`src/rtl/pipe_stage_buf.sv`:
```
//------------------------------------------------------------------------------
// pipe_stage_buf
//
// Parametrised inter-stage pipeline latch for the 5-stage CPU. Carries one
// instruction word, NUM_OPS operand channels and an exception flag from one
// stage to the next under a valid/ready handshake. A two-entry skid buffer
// (main + skid) keeps in_ready a pure decode of registered state, so
// back-pressure never forms a combinational path from out_ready to in_ready.
//
// Ports:
//   clk        stage clock
//   reset      synchronous, active-high reset (clears state and data)
//   flush      squash all held entries at the next clk edge
//   in_valid   upstream entry valid
//   in_ready   block can accept this cycle (0 only when both entries held)
//   instr_in   upstream instruction
//   ops_in     packed operands, channel k at [k*DATA_W +: DATA_W]
//   exc_in     upstream exception flag
//   out_valid  head entry valid
//   out_ready  downstream consumes head this cycle
//   instr_out  head instruction, NOP_INSTR when out_valid=0
//   ops_out    head operands (main register contents, even when invalid)
//   exc_out    head exception flag, 0 when out_valid=0
//   write_mem  head is a non-excepting store (opcode instr[31:27]==SW_OPCODE)
//
// Optional build macro PIPE_STAGE_PERF_EN adds three 32-bit wrapping
// performance counters (stall_cnt, bubble_cnt, flush_cnt). They are cleared
// by reset only, never by flush. Core behaviour is identical in both builds.
//------------------------------------------------------------------------------
module pipe_stage_buf #(
    parameter int unsigned          DATA_W    = 32,
    parameter int unsigned          NUM_OPS   = 2,
    parameter logic [DATA_W-1:0]    NOP_INSTR = 32'h0000_0000,
    parameter logic [4:0]           SW_OPCODE = 5'b00111
) (
    input  logic                        clk,
    input  logic                        reset,
    input  logic                        flush,

    input  logic                        in_valid,
    output logic                        in_ready,
    input  logic [DATA_W-1:0]           instr_in,
    input  logic [NUM_OPS*DATA_W-1:0]   ops_in,
    input  logic                        exc_in,

    output logic                        out_valid,
    input  logic                        out_ready,
    output logic [DATA_W-1:0]           instr_out,
    output logic [NUM_OPS*DATA_W-1:0]   ops_out,
    output logic                        exc_out,
    output logic                        write_mem
`ifdef PIPE_STAGE_PERF_EN
    ,
    output logic [31:0]                 stall_cnt,
    output logic [31:0]                 bubble_cnt,
    output logic [31:0]                 flush_cnt
`endif
);

    //--------------------------------------------------------------------------
    // Types
    //--------------------------------------------------------------------------
    typedef enum logic [1:0] {
        ST_EMPTY = 2'd0,   // nothing held
        ST_FULL  = 2'd1,   // main valid
        ST_SKID  = 2'd2    // main and skid valid
    } state_t;

    // One pipeline entry as it travels between stages.
    typedef struct packed {
        logic [DATA_W-1:0]          instr;
        logic [NUM_OPS*DATA_W-1:0]  ops;
        logic                       exc;
    } entry_t;

    //--------------------------------------------------------------------------
    // State and storage
    //--------------------------------------------------------------------------
    state_t state;
    entry_t main_q;     // head entry, always the one presented downstream
    entry_t skid_q;     // second entry, only meaningful in ST_SKID
    entry_t in_entry;

    logic accept;
    logic consume;

    assign in_entry = '{instr: instr_in, ops: ops_in, exc: exc_in};

    // Handshake decode uses registered state only; out_ready never reaches
    // in_ready, which is the whole point of carrying a skid entry.
    assign in_ready  = (state != ST_SKID);
    assign out_valid = (state != ST_EMPTY);

    assign accept  = in_valid  & in_ready;
    assign consume = out_valid & out_ready;

    //--------------------------------------------------------------------------
    // Control FSM and data registers
    //
    // Data registers load only on an actual transfer so that holding an entry
    // causes no toggling on the wide datapath.
    //--------------------------------------------------------------------------
    always_ff @(posedge clk) begin
        // NOTE: sequential state uses non-blocking (<=) assignments so every
        // register samples the pre-edge values, independent of statement order.
        if (reset) begin
            // NOTE: the two data entries are plain flops, not a RAM, so they are
            // cleared here; this gives instr/ops a known 0 after reset and costs
            // only a reset term on each flop.
            state  <= ST_EMPTY;
            main_q <= '0;
            skid_q <= '0;
        end else if (flush) begin
            // Squash wins over any accept/consume in the same cycle; the data
            // registers keep their contents, only validity is dropped.
            state <= ST_EMPTY;
        end else begin
            unique case (state)
                ST_EMPTY: begin
                    if (accept) begin
                        main_q <= in_entry;
                        state  <= ST_FULL;
                    end
                end

                ST_FULL: begin
                    unique case ({accept, consume})
                        2'b11: main_q <= in_entry;          // stream through
                        2'b01: state  <= ST_EMPTY;          // drain
                        2'b10: begin                        // park in skid
                            skid_q <= in_entry;
                            state  <= ST_SKID;
                        end
                        default: ;                          // hold
                    endcase
                end

                ST_SKID: begin
                    // in_ready is 0 here, so no accept can coincide.
                    if (consume) begin
                        main_q <= skid_q;
                        state  <= ST_FULL;
                    end
                end

                default: state <= ST_EMPTY;
            endcase
        end
    end

    //--------------------------------------------------------------------------
    // Output decode
    //--------------------------------------------------------------------------
    always_comb begin
        // NOTE: every output written in this block gets a default first so no
        // path leaves it unassigned and no latch is inferred.
        instr_out = NOP_INSTR;
        exc_out   = 1'b0;
        write_mem = 1'b0;

        if (out_valid) begin
            instr_out = main_q.instr;
            exc_out   = main_q.exc;
            // An excepting store must never reach memory.
            write_mem = (main_q.instr[31:27] == SW_OPCODE) & ~main_q.exc;
        end
    end

    // Operands are shown unqualified; consumers gate them with out_valid.
    assign ops_out = main_q.ops;

`ifdef PIPE_STAGE_PERF_EN
    //--------------------------------------------------------------------------
    // Performance counters: free-running, wrap at 2^32, survive flush.
    //--------------------------------------------------------------------------
    always_ff @(posedge clk) begin
        if (reset) begin
            stall_cnt  <= '0;
            bubble_cnt <= '0;
            flush_cnt  <= '0;
        end else begin
            if (out_valid & ~out_ready) stall_cnt  <= stall_cnt  + 32'd1;
            if (~out_valid)             bubble_cnt <= bubble_cnt + 32'd1;
            if (flush)                  flush_cnt  <= flush_cnt  + 32'd1;
        end
    end
`endif

endmodule

```
`config.mk`:
```
export PLATFORM = sky130hd
export DESIGN_NAME = pipe_stage_buf
export DESIGN_NICKNAME = d
export VERILOG_FILES = /design/src/rtl/pipe_stage_buf.sv
export SDC_FILE = /design/constraint.sdc
export NUM_CORES = 1
export LEC_CHECK = 0
export BUFFER_PORTS_ARGS = -buffer_cell sky130_fd_sc_hd__buf_2
export CORE_ASPECT_RATIO = 2
export CORE_UTILIZATION = 59
export DETAILED_ROUTE_END_ITERATION = 6
export GPL_TIMING_DRIVEN = 1
export PLACE_DENSITY = 0.91
export SLEW_MARGIN = 40
export SYNTH_ARGS = -nofsm -noshare
export SYNTH_HDL_FRONTEND = slang
export SYNTH_SLANG_ARGS = --single-unit
```
`constraint.sdc`:
```
create_clock -name clk -period 4.8 [get_ports clk]
set_clock_uncertainty 0.1 [all_clocks]
set_input_delay 0.24 -clock clk [delete_from_list [all_inputs] [get_ports clk]]
set_output_delay 0.24 -clock clk [all_outputs]
set_load 0.05 [all_outputs]
```
# Word level (Yosys, flattened, before mapping)
# Cells that the tools add are included.
classes:
  eq_ne: 11
  muxes: 11
  n_bitwise: 5
  n_reduce_logical: 7
ops:
  columns: ["operator", "n"]
  rows:
  - ["$mux 97", 3]
  - ["$pmux 97 s3", 1]
  - ["$mux 32", 1]
  - ["$eq 2x2->1 const B", 3]
  - ["$ne 2x2->1 const B", 3]
  - ["$pmux 2 s3", 1]
  - ["$reduce_and 3->1", 2]
  - ["$eq 5x3->1 const B", 1]
  - ["$reduce_and 5->1", 1]
  - ["$eq 2x1->1 const B", 2]
  - ["$mux 2", 2]
  - ["$pmux 2 s2", 1]
  - ["$and 1x1->1", 3]
  - ["$ne 3x2->1 const B", 1]
  - ["$reduce_bool 3->1", 1]
  - ["$logic_not 2->1", 1]
  - ["$mux 1", 2]
  - ["$ne 2x1->1 const B", 1]
  - ["$not 1->1", 2]
  - ["$reduce_bool 2->1", 1]
  - ["$reduce_or 2->1", 1]
totals:
  ff_bits: 196
  inputBits: 102
  output_inout_bits: 100
  elab_cells: 41

# Longest topological paths before layout
# Gate-level depths: netlist of the first run.
depth:
  depth_word: 5
  mapped_depth: 14
  mapped_depth_nobuf: 7

# Least setup slack after synthesis of the first run
# No wires, ideal clock.
synth_timing:
  kind: "flip-flop to flip-flop"
  startpoint: "reg state[0]"
  endpoint: "reg main_q, in the netlist ops_out[36]"
  setup_time_ns: 0.081
  arrival_ns: 2.703
  required_ns: 4.619
  setup_slack_ns: 1.916
  path_stages_with_launch: 14
  n_path_buf: 6
  period_less_slack_ns: 2.884
  path_cell_list: "dfxtp_1 > buf_2 > or2_2 > clkbuf_1 > clkbuf_1 > nand2_1 > inv_1 > ha_1 > nor4bb_1 > buf_2 > buf_2 > buf_2 > a211oi_1 > a211oi_2"
synth_via:
  elab_chain_cells: 5
  elab_cells_between_ends: 14
  cone_classes: "eq/ne (7); mux (1); bitwise (2); reduce/logical (4)"
synth_lines:
  columns: ["item", "line_no", "source"]
  rows:
  - ["start: declaration", "79", "state_t state;"]
  - ["start signal: assignment", "110", "state <= ST_EMPTY;"]
  - ["start signal: assignment", "116", "state <= ST_EMPTY;"]
  - ["start signal: assignment", "122", "state <= ST_FULL;"]
  - ["$reduce_bool 2->1 *", "92", "assign out_valid = (state != ST_EMPTY);"]
  - ["via out_valid", "46", "output logic out_valid,"]
  - ["$and 1x1->1 *", "95", "assign consume = out_valid & out_ready;"]
  - ["$eq 2x2->1", "127", "unique case ({accept, consume})"]
  - ["$ne 2x1->1 (no line)", null, null]
  - ["$reduce_and 5->1 (no line) *", null, null]
  - ["end signal: assignment", "121", "main_q <= in_entry;"]
  - ["end signal: assignment", "128", "2'b11: main_q <= in_entry;"]
  - ["end signal: assignment", "141", "main_q <= skid_q;"]
  - ["end: declaration", "80", "entry_t main_q;"]
# The timed path passes the listed nets; every way through them passes the cells marked *.
# A chain may end at the register's enable or synchronous reset.

# Worst setup path in the final report of the first run
layout_timing:
  startpoint: "reg state[1]"
  endpoint: "reg main_q[69] in the netlist's numbering"
layout_via:
  elab_chain_cells: 5
  elab_cells_between_ends: 14
  cone_classes: "eq/ne (7); mux (1); bitwise (2); reduce/logical (4)"
layout_lines:
  columns: ["item", "line_no"]
  rows:
  - ["$ne 2x2->1 or $reduce_bool 2->1 (tied branches)", "91, 92"]
  - ["$and 1x1->1, on equally long branches", "94, 95"]
  - ["$eq 2x2->1", "127"]
  - ["$ne 2x1->1 (no line)", null]
  - ["$reduce_and 5->1 (no line)", null]
# Parallel ways exist; a longest one is shown, timed or not.

==> impl_metrics.csv, run 1 <==
group,metric,value,unit
synth,async_reset_ff_frac,0,
detailed_routing,viasPerCell,6.06,
detailed_routing,vias,8300,
sta,hold_viol,0,
floorplan,core.rowCount,63,
clocking,post_cts_buffers,0,
synth,synth_compound_area_frac,0.234,
clocking,numCtsBuffers,17,
pwr,power-per-cell-area,335,mW/mm²
sta,tightest_slew,0.839,ns
detailed_routing,dr.pass1.iters,5,
worst_setup_path,critPathCaptureType,"register",
detailed_routing,ant_nets,0,
synth,ys_top_cells_by_area,"dfxtp_1 (43%), a211oi_1 (14%), mux2i_1 (11%)",
pwr,sequentialPowerShare,0.469,
synth,synth_top_family_by_area,"compound AO/OA/AOI/OAI gates",
synth,syn_area,0.00904,mm²
global_route,grt_pass1_wl,39.8,mm
pwr,vdd_ir_drop_max,0.000285,V
synth,synth-xor-area-share,0,
finish,n_fill_cell,989,
sta,fin_crit,3.33,ns
global_route,antenna_found_initial,0,
floorplan,die_x,89.5,µm
floorplan,core_region_area,0.0149,mm²
synth,synthCells,999,
finish,drive_gt1_frac,0.240,
sta,rsz0062_at_grt,"no",
finish,multi_input_area,0.00423,mm²
pwr,p_leak,4.89,nW
clocking,cts_tree,"built",
finish,areaGrowthSynthToFinish,22.3,%
worst_setup_path,arrival,3.52,ns
run_status,status,"finished clean",
worst_setup_path,rr_worst_depth,8,
placed_design,placement.io_buffers,201,
clocking,clk_pin_slew,0.07,ns
detailed_routing,drcViolationCount,0,
detailed_routing,routed_wl,25.7,mm
job,maxCapViolCount,0,
sta,fmax,0.301,GHz
floorplan,io_pins,202,
synth,ys_seq_elements,196,
pwr,switching_share,0.297,
synth,yosys.area_share.adder,0.00277,
synth,postSynthAreaPerCell,9.05,µm²
global_route,grt_pass1_vias,8005,
clocking,cts_root_buffer,"clkbuf_16",
detailed_routing,drt_iter0_drc,607,
synth,yosys.area.top_type,"dfxtp_1",
hold_path,min_path_cells,2,
sta,timing.final.crit_share,0.693,
synth,yosysWarnings,0,
global_route,track_usage,0.324,
clocking,clock_latency,0.44,ns
synth,synth_edf_count,0,
worst_setup_path,crit_type,"register to register",
clocking,h-tree-depth,4,
sta,slew_violations,0,
synth,synth_mux_area_frac,0.109,
global_route,grt_max_degree,99,
finish,num-nets-final,1265,
placed_design,dp_hpwl,13.1,mm
global_route,overflow,0,
finish,ff_latch_area,0.00392,mm²
placed_design,place_congestion,0.799,
sta,relSlewSlack,0.441,
detailed_routing,wl_per_cell,18.7,µm
sta,tns,0,ns
pwr,p_switching,1.10,mW
synth,syn_nets,1103,
clocking,clock_sinks,196,
hold_path,hold_class,"primary input to register",
sta,setup_violations,0,
synth,yosys.area_share.simple,0.115,
floorplan,initial_core_util,0.607,
synth,yosys.area.top_type_share,0.434,
worst_setup_path,cp.required,5.00,ns
floorplan,die_y,177,µm
finish,post-route-util,0.742,
worst_setup_path,cp_max_fo,97,
pwr,intPower,2.60,mW
clocking,clockBufferDepth,2,
synth,synth.distinct_cells,26,
pwr,combPwrFrac,0.162,
worst_setup_path,startpoint_type,"register",
worst_setup_path,r2r_setup_slack,1.47,ns
synth,ys.flop_type,"dfxtp_1",
pwr,p_clk_frac,0.369,
synth,yosysSeqAreaShare,0.434,
floorplan,dieArea,0.0159,mm²
-- critical path: stages (launching register included) --
cell,delay [ns]
dfxtp_1,0.61
or2_2,0.54
nand2_1,0.15
inv_1,0.09
ha_1,0.13
nor4bb_4,0.33
buf_6,0.68
a211oi_1,0.11
a211oi_1,0.41
-- sequential cells by signal (all words and copies together) (netlist names) --
signal,flops
ops_out,64
main_q,33
state,2
skid_q,97
-- cells by family after synthesis --
kind of cell / Yosys count
mux: 98
simple gates: 241
flops: 196
fa+ha+maj: 2
buf+inv: 168
compound gates: 294
-- power by group through the flow --
stage                     Clock [mW]  Combinational, mW  Sequential [mW]
final                           1.37              0.599             1.74
after global routing            1.45              0.632             1.74
after CTS                       1.39              0.586             1.73
after detailed placement           0              0.522             1.77
after global placement             0              0.512             1.77
after floorplan                    0              0.439             1.76
-- layout by cell type, fill, tap and decap left out, drive strengths merged --
cell | Yosys | routed
and3 | 1 | 1
a211oi | 195 | 195
diode | 0 | 1
nand3b | 1 | 1
nor4bb | 2 | 2
a21o | 1 | 1
clkinvlp | 0 | 3
and2 | 34 | 34
inv | 1 | 8
nor3 | 1 | 1
buf | 103 | 213
dfxtp | 196 | 196
dlygate4sd3 | 0 | 97
nand2 | 195 | 195
nor2 | 1 | 1
nand2b | 2 | 2
a21oi | 97 | 97
clkinv | 0 | 3
ha | 2 | 2
nor4b | 1 | 1
mux2 | 1 | 1
nand4bb | 1 | 1
a2bb2oi | 1 | 1
or2 | 1 | 1
mux2i | 97 | 97
clkbuf | 64 | 19
nor3b | 1 | 1
-- cell type report --
cell class,instances,share of cell area
Antenna cell,1,0.000226
Clock buffer,19,0.0400
Clock inverter,13,0.0103
Inverter,1,0.000339
Multi-Input combinational cell,635,0.382
Sequential cell,196,0.355
Tap cell,195,0.0221
Timing Repair Buffer,310,0.190
-- cell usage after synthesis (2+ instances only) --
master / number
ha_1: 2
clkbuf_1: 64
mux2i_1: 97
buf_6: 6
and2_1: 34
a211oi_1: 165
buf_2: 33
dfxtp_1: 196
a21oi_1: 97
nor4bb_1: 2
nand2b_1: 2
a211oi_2: 30
buf_4: 64
nand2_1: 195
-- stage by stage --
step / setup slack (ns) / hold WS [ns] / power [mW] / cells / cell area [µm²]
finish: 1.47 / 0.0473 / 3.71 / 1370 / 11100
detailed placement: 1.64 / 0.346 / 2.29 / 1240 / 9530
global placement: 1.55 / 0.340 / 2.28 / 1240 / 9520
floorplan: 1.92 / 0.218 / 2.20 / 999 / 9040
global route: 1.31 / 0.0477 / 3.83 / 1369 / 11100
CTS: 1.60 / 0.0391 / 3.71 / 1369 / 11100
-- worst paths after layout --
path | start | end
setup reg to reg | state[1] | main_q[69]
hold reg to reg | skid_q[90] | skid_q[90]
hold / removal | flush | state[0]
setup / recovery | state[1] | main_q[69]
-- repair_timing --
item / 4_1_cts / 5_1_grt
hold endpoints to repair: 97 / 0
hold buffers: 97 / 0
gates resized for setup: 0 / 0
setup endpoints to repair: 0 / 0
-- per-layer routing --
| metal | GRT usage | wire (µm) | share of wire |
|---|---|---|---|
| met1 | 0.383 | 9780 | 0.38 |
| met2 | 0.535 | 13000 | 0.51 |
| met3 | 0.0695 | 1620 | 0.063 |
| met4 | 0.172 | 1260 | 0.049 |
| met5 | 0 | 0 | 0 |
Power figures use the tool's default switching activity.
==> run 2, diff against run 1 <==
--- a/config.mk
+++ b/config.mk
@@ -7,10 +7,10 @@
 export LEC_CHECK = 0
 export BUFFER_PORTS_ARGS = -buffer_cell sky130_fd_sc_hd__buf_2
 export CORE_ASPECT_RATIO = 2
-export CORE_UTILIZATION = 59
+export CORE_UTILIZATION = 54
 export DETAILED_ROUTE_END_ITERATION = 6
 export GPL_TIMING_DRIVEN = 1
-export PLACE_DENSITY = 0.91
+export PLACE_DENSITY = 0.85
 export SLEW_MARGIN = 40
 export SYNTH_ARGS = -nofsm -noshare
 export SYNTH_HDL_FRONTEND = slang
==> constraint.sdc (replaced) <==
create_clock -name clk -period 3.3 [get_ports clk]
set_clock_uncertainty 0.1 [all_clocks]
set_input_delay 0.165 -clock clk [delete_from_list [all_inputs] [get_ports clk]]
set_output_delay 0.165 -clock clk [all_outputs]
set_load 0.05 [all_outputs]
==> run 2 against run 1 <==
  * Worst hold slack gained 0.082 ns
  * Critical path type unchanged
  * Maximum frequency grew 27%
  * Via count shrank 0.55%
  * Utilization shrank 5.3 points
  * First-iteration DRC count shrank 20%
  * Sequential share of layout area shrank 0.65 points
  * Combinational power grew 48%
  * Global-route usage shrank 2.4 points
  * Cell area grew 1.9%
  * Non-clock buffer count grew 9
  * Sequential power grew 45%
  * Largest power group unchanged
==> impl_metrics.csv, run 2 (synthesis gave the netlist of run 1 again) <==
group,metric,value,unit
pwr,p_leak,4.98,nW
worst_setup_path,cp.required,3.53,ns
hold_path,hold_path_startpoint,"reset",
clocking,post_cts_buffers,0,
placed_design,placement.io_buffers,201,
worst_setup_path,cp_max_fo,27,
worst_setup_path,critPathCaptureType,"register",
sta,hold_viol,0,
pwr,p_switching,1.60,mW
job,maxCapViolCount,0,
placed_design,place_congestion,0.807,
finish,drive_gt1_frac,0.245,
clocking,h-tree-depth,4,
sta,slew_violations,0,
global_route,grt_pass1_vias,8284,
detailed_routing,viasPerCell,5.94,
run_status,status,"finished clean",
global_route,antenna_found_initial,2,
hold_path,hold_class,"primary input to register",
sta,fin_crit,2.62,ns
sta,relSlewSlack,0.483,
clocking,clk_pin_slew,0.08,ns
worst_setup_path,rr_worst_depth,7,
finish,largest_register,"skid_q",
worst_setup_path,crit_type,"register to register",
worst_setup_path,r2r_setup_slack,0.68,ns
finish,post-route-util,0.689,
clocking,cts_tree,"built",
pwr,intPower,3.97,mW
floorplan,io_pins,202,
worst_setup_path,r2r_start,"state[0]",
clocking,clock_sinks,196,
pwr,sequentialPowerShare,0.453,
hold_path,worstHoldEndpoint,"skid_q[4]",
sta,tightest_slew,0.775,ns
pwr,p_clk_frac,0.389,
detailed_routing,ant_nets,0,
floorplan,die_x,93.5,µm
worst_setup_path,worstReg2RegEnd,"ops_out[26]",
global_route,grt_max_degree,100,
finish,largest_reg_flops,97,
placed_design,dp_hpwl,14.0,mm
worst_setup_path,arrival,2.85,ns
clocking,clockBufferDepth,2,
finish,n_fill_cell,1189,
finish,num-nets-final,1274,
floorplan,die_y,185,µm
detailed_routing,dr.pass1.iters,5,
clocking,cts_root_buffer,"clkbuf_16",
detailed_routing,wl_per_cell,18.4,µm
detailed_routing,routed_wl,25.5,mm
sta,rsz0062_at_grt,"no",
finish,final_common_cell,"buf_2",
floorplan,core_region_area,0.0164,mm²
sta,timing.final.crit_share,0.794,
global_route,grt_pass1_wl,40.6,mm
pwr,vdd_ir_drop_max,0.000487,V
clocking,clock_latency,0.44,ns
detailed_routing,vias,8254,
floorplan,dieArea,0.0173,mm²
clocking,numCtsBuffers,17,
sta,fmax,0.382,GHz
floorplan,initial_core_util,0.553,
global_route,overflow,0,
detailed_routing,drcViolationCount,0,
global_route,track_usage,0.300,
detailed_routing,drt_iter0_drc,483,
sta,tns,0,ns
pwr,power-per-cell-area,495,mW/mm²
finish,areaGrowthSynthToFinish,24.6,%
pwr,combPwrFrac,0.159,
hold_path,min_path_cells,2,
sta,setup_violations,0,
worst_setup_path,startpoint_type,"register",
finish,layout_common_cells,"buf_2 (200), dfxtp_1 (196), nand2_1 (195)",
pwr,switching_share,0.288,
floorplan,core.rowCount,66,
-- run 2: cell types whose count changed in the layout (fill, tap and decap cells not counted) --
cell / before / now
buf_4: 7 / 12
clkinvlp_4: 3 / 1
clkinv_2: 1 / 0
buf_6: 5 / 1
buf_12: 1 / 7
clkbuf_8: 1 / 2
inv_6: 4 / 6
diode_2: 1 / 3
bufinv_16: 0 / 2
clkbuf_1: 1 / 0
dlygate4sd3_1: 97 / 99
inv_8: 3 / 2
-- run 2: how the worst max path moves through the flow --
stage / slack (ns) / endpoint / depth (start not counted) / start
after global routing: 0.53 / main_q[93] / 8 / state[1]
after detailed placement: 0.77 / ops_out[25] / 7 / state[0]
after global placement: 0.83 / skid_q[8] / 7 / state[0]
after CTS: 0.76 / ops_out[14] / 7 / state[0]
after floorplan: 0.42 / ops_out[36] / 13 / state[0]
final: 0.68 / ops_out[26] / 7 / state[0]
-- run 2: worst max-delay path, cell delays in order (launching register included) --
cell	delay, ns
dfxtp_1	0.56
nand2b_4	0.23
and2_1	0.16
ha_1	0.15
nor4bb_4	0.50
buf_4	0.40
a211oi_1	0.12
a211oi_1	0.29
-- run 2: per-stage QoR --
step | std cells | hold slack (ns) | setup WS (ns) | instance area (µm²) | power [mW]
after global routing | 1389 | 0.151 | 0.529 | 11300 | 5.77
final | 1390 | 0.129 | 0.680 | 11300 | 5.58
after CTS | 1387 | 0.120 | 0.756 | 11300 | 5.60
after detailed placement | 1256 | 0.323 | 0.772 | 9650 | 3.35
after floorplan | 999 | 0.143 | 0.416 | 9040 | 3.20
after global placement | 1256 | 0.316 | 0.831 | 9650 | 3.34
-- run 2: cell type report --
| cell class | count | area [µm²] | area share |
|---|---|---|---|
| Multi-Input combinational cell | 635 | 4230 | 0.375 |
| Inverter | 1 | 3.75 | 0.000333 |
| Clock buffer | 19 | 453 | 0.0402 |
| Timing Repair Buffer | 319 | 2230 | 0.198 |
| Antenna cell | 3 | 7.51 | 0.000666 |
| Sequential cell | 196 | 3920 | 0.348 |
| Clock inverter | 13 | 160 | 0.0142 |
| Tap cell | 204 | 255 | 0.0227 |
-- run 2: what timing repair did --
item / CTS / global route
gates resized for setup: 0 / 0
hold buffers: 99 / 0
endpoints found under the hold margin: 151 / 0
-- run 2: metal layers --
layer,GRT usage,vias up,wire (µm)
li1,-,3829,-
met1,0.332,3913,9770
met2,0.508,400,13000
met3,0.0657,112,1460
met4,0.196,0,1350
met5,0,-,0
-- run 2: power groups by stage --
| stage | sequential (mW) | combinational [mW] | clock, mW |
|---|---|---|---|
| 2_1_floorplan | 2.56 | 0.639 | 0 |
| 3_3_place_gp | 2.57 | 0.762 | 0 |
| 3_5_place_dp | 2.58 | 0.777 | 0 |
| 4_1_cts | 2.52 | 0.871 | 2.20 |
| 5_1_grt | 2.53 | 0.940 | 2.30 |
| 6_report | 2.52 | 0.886 | 2.17 |
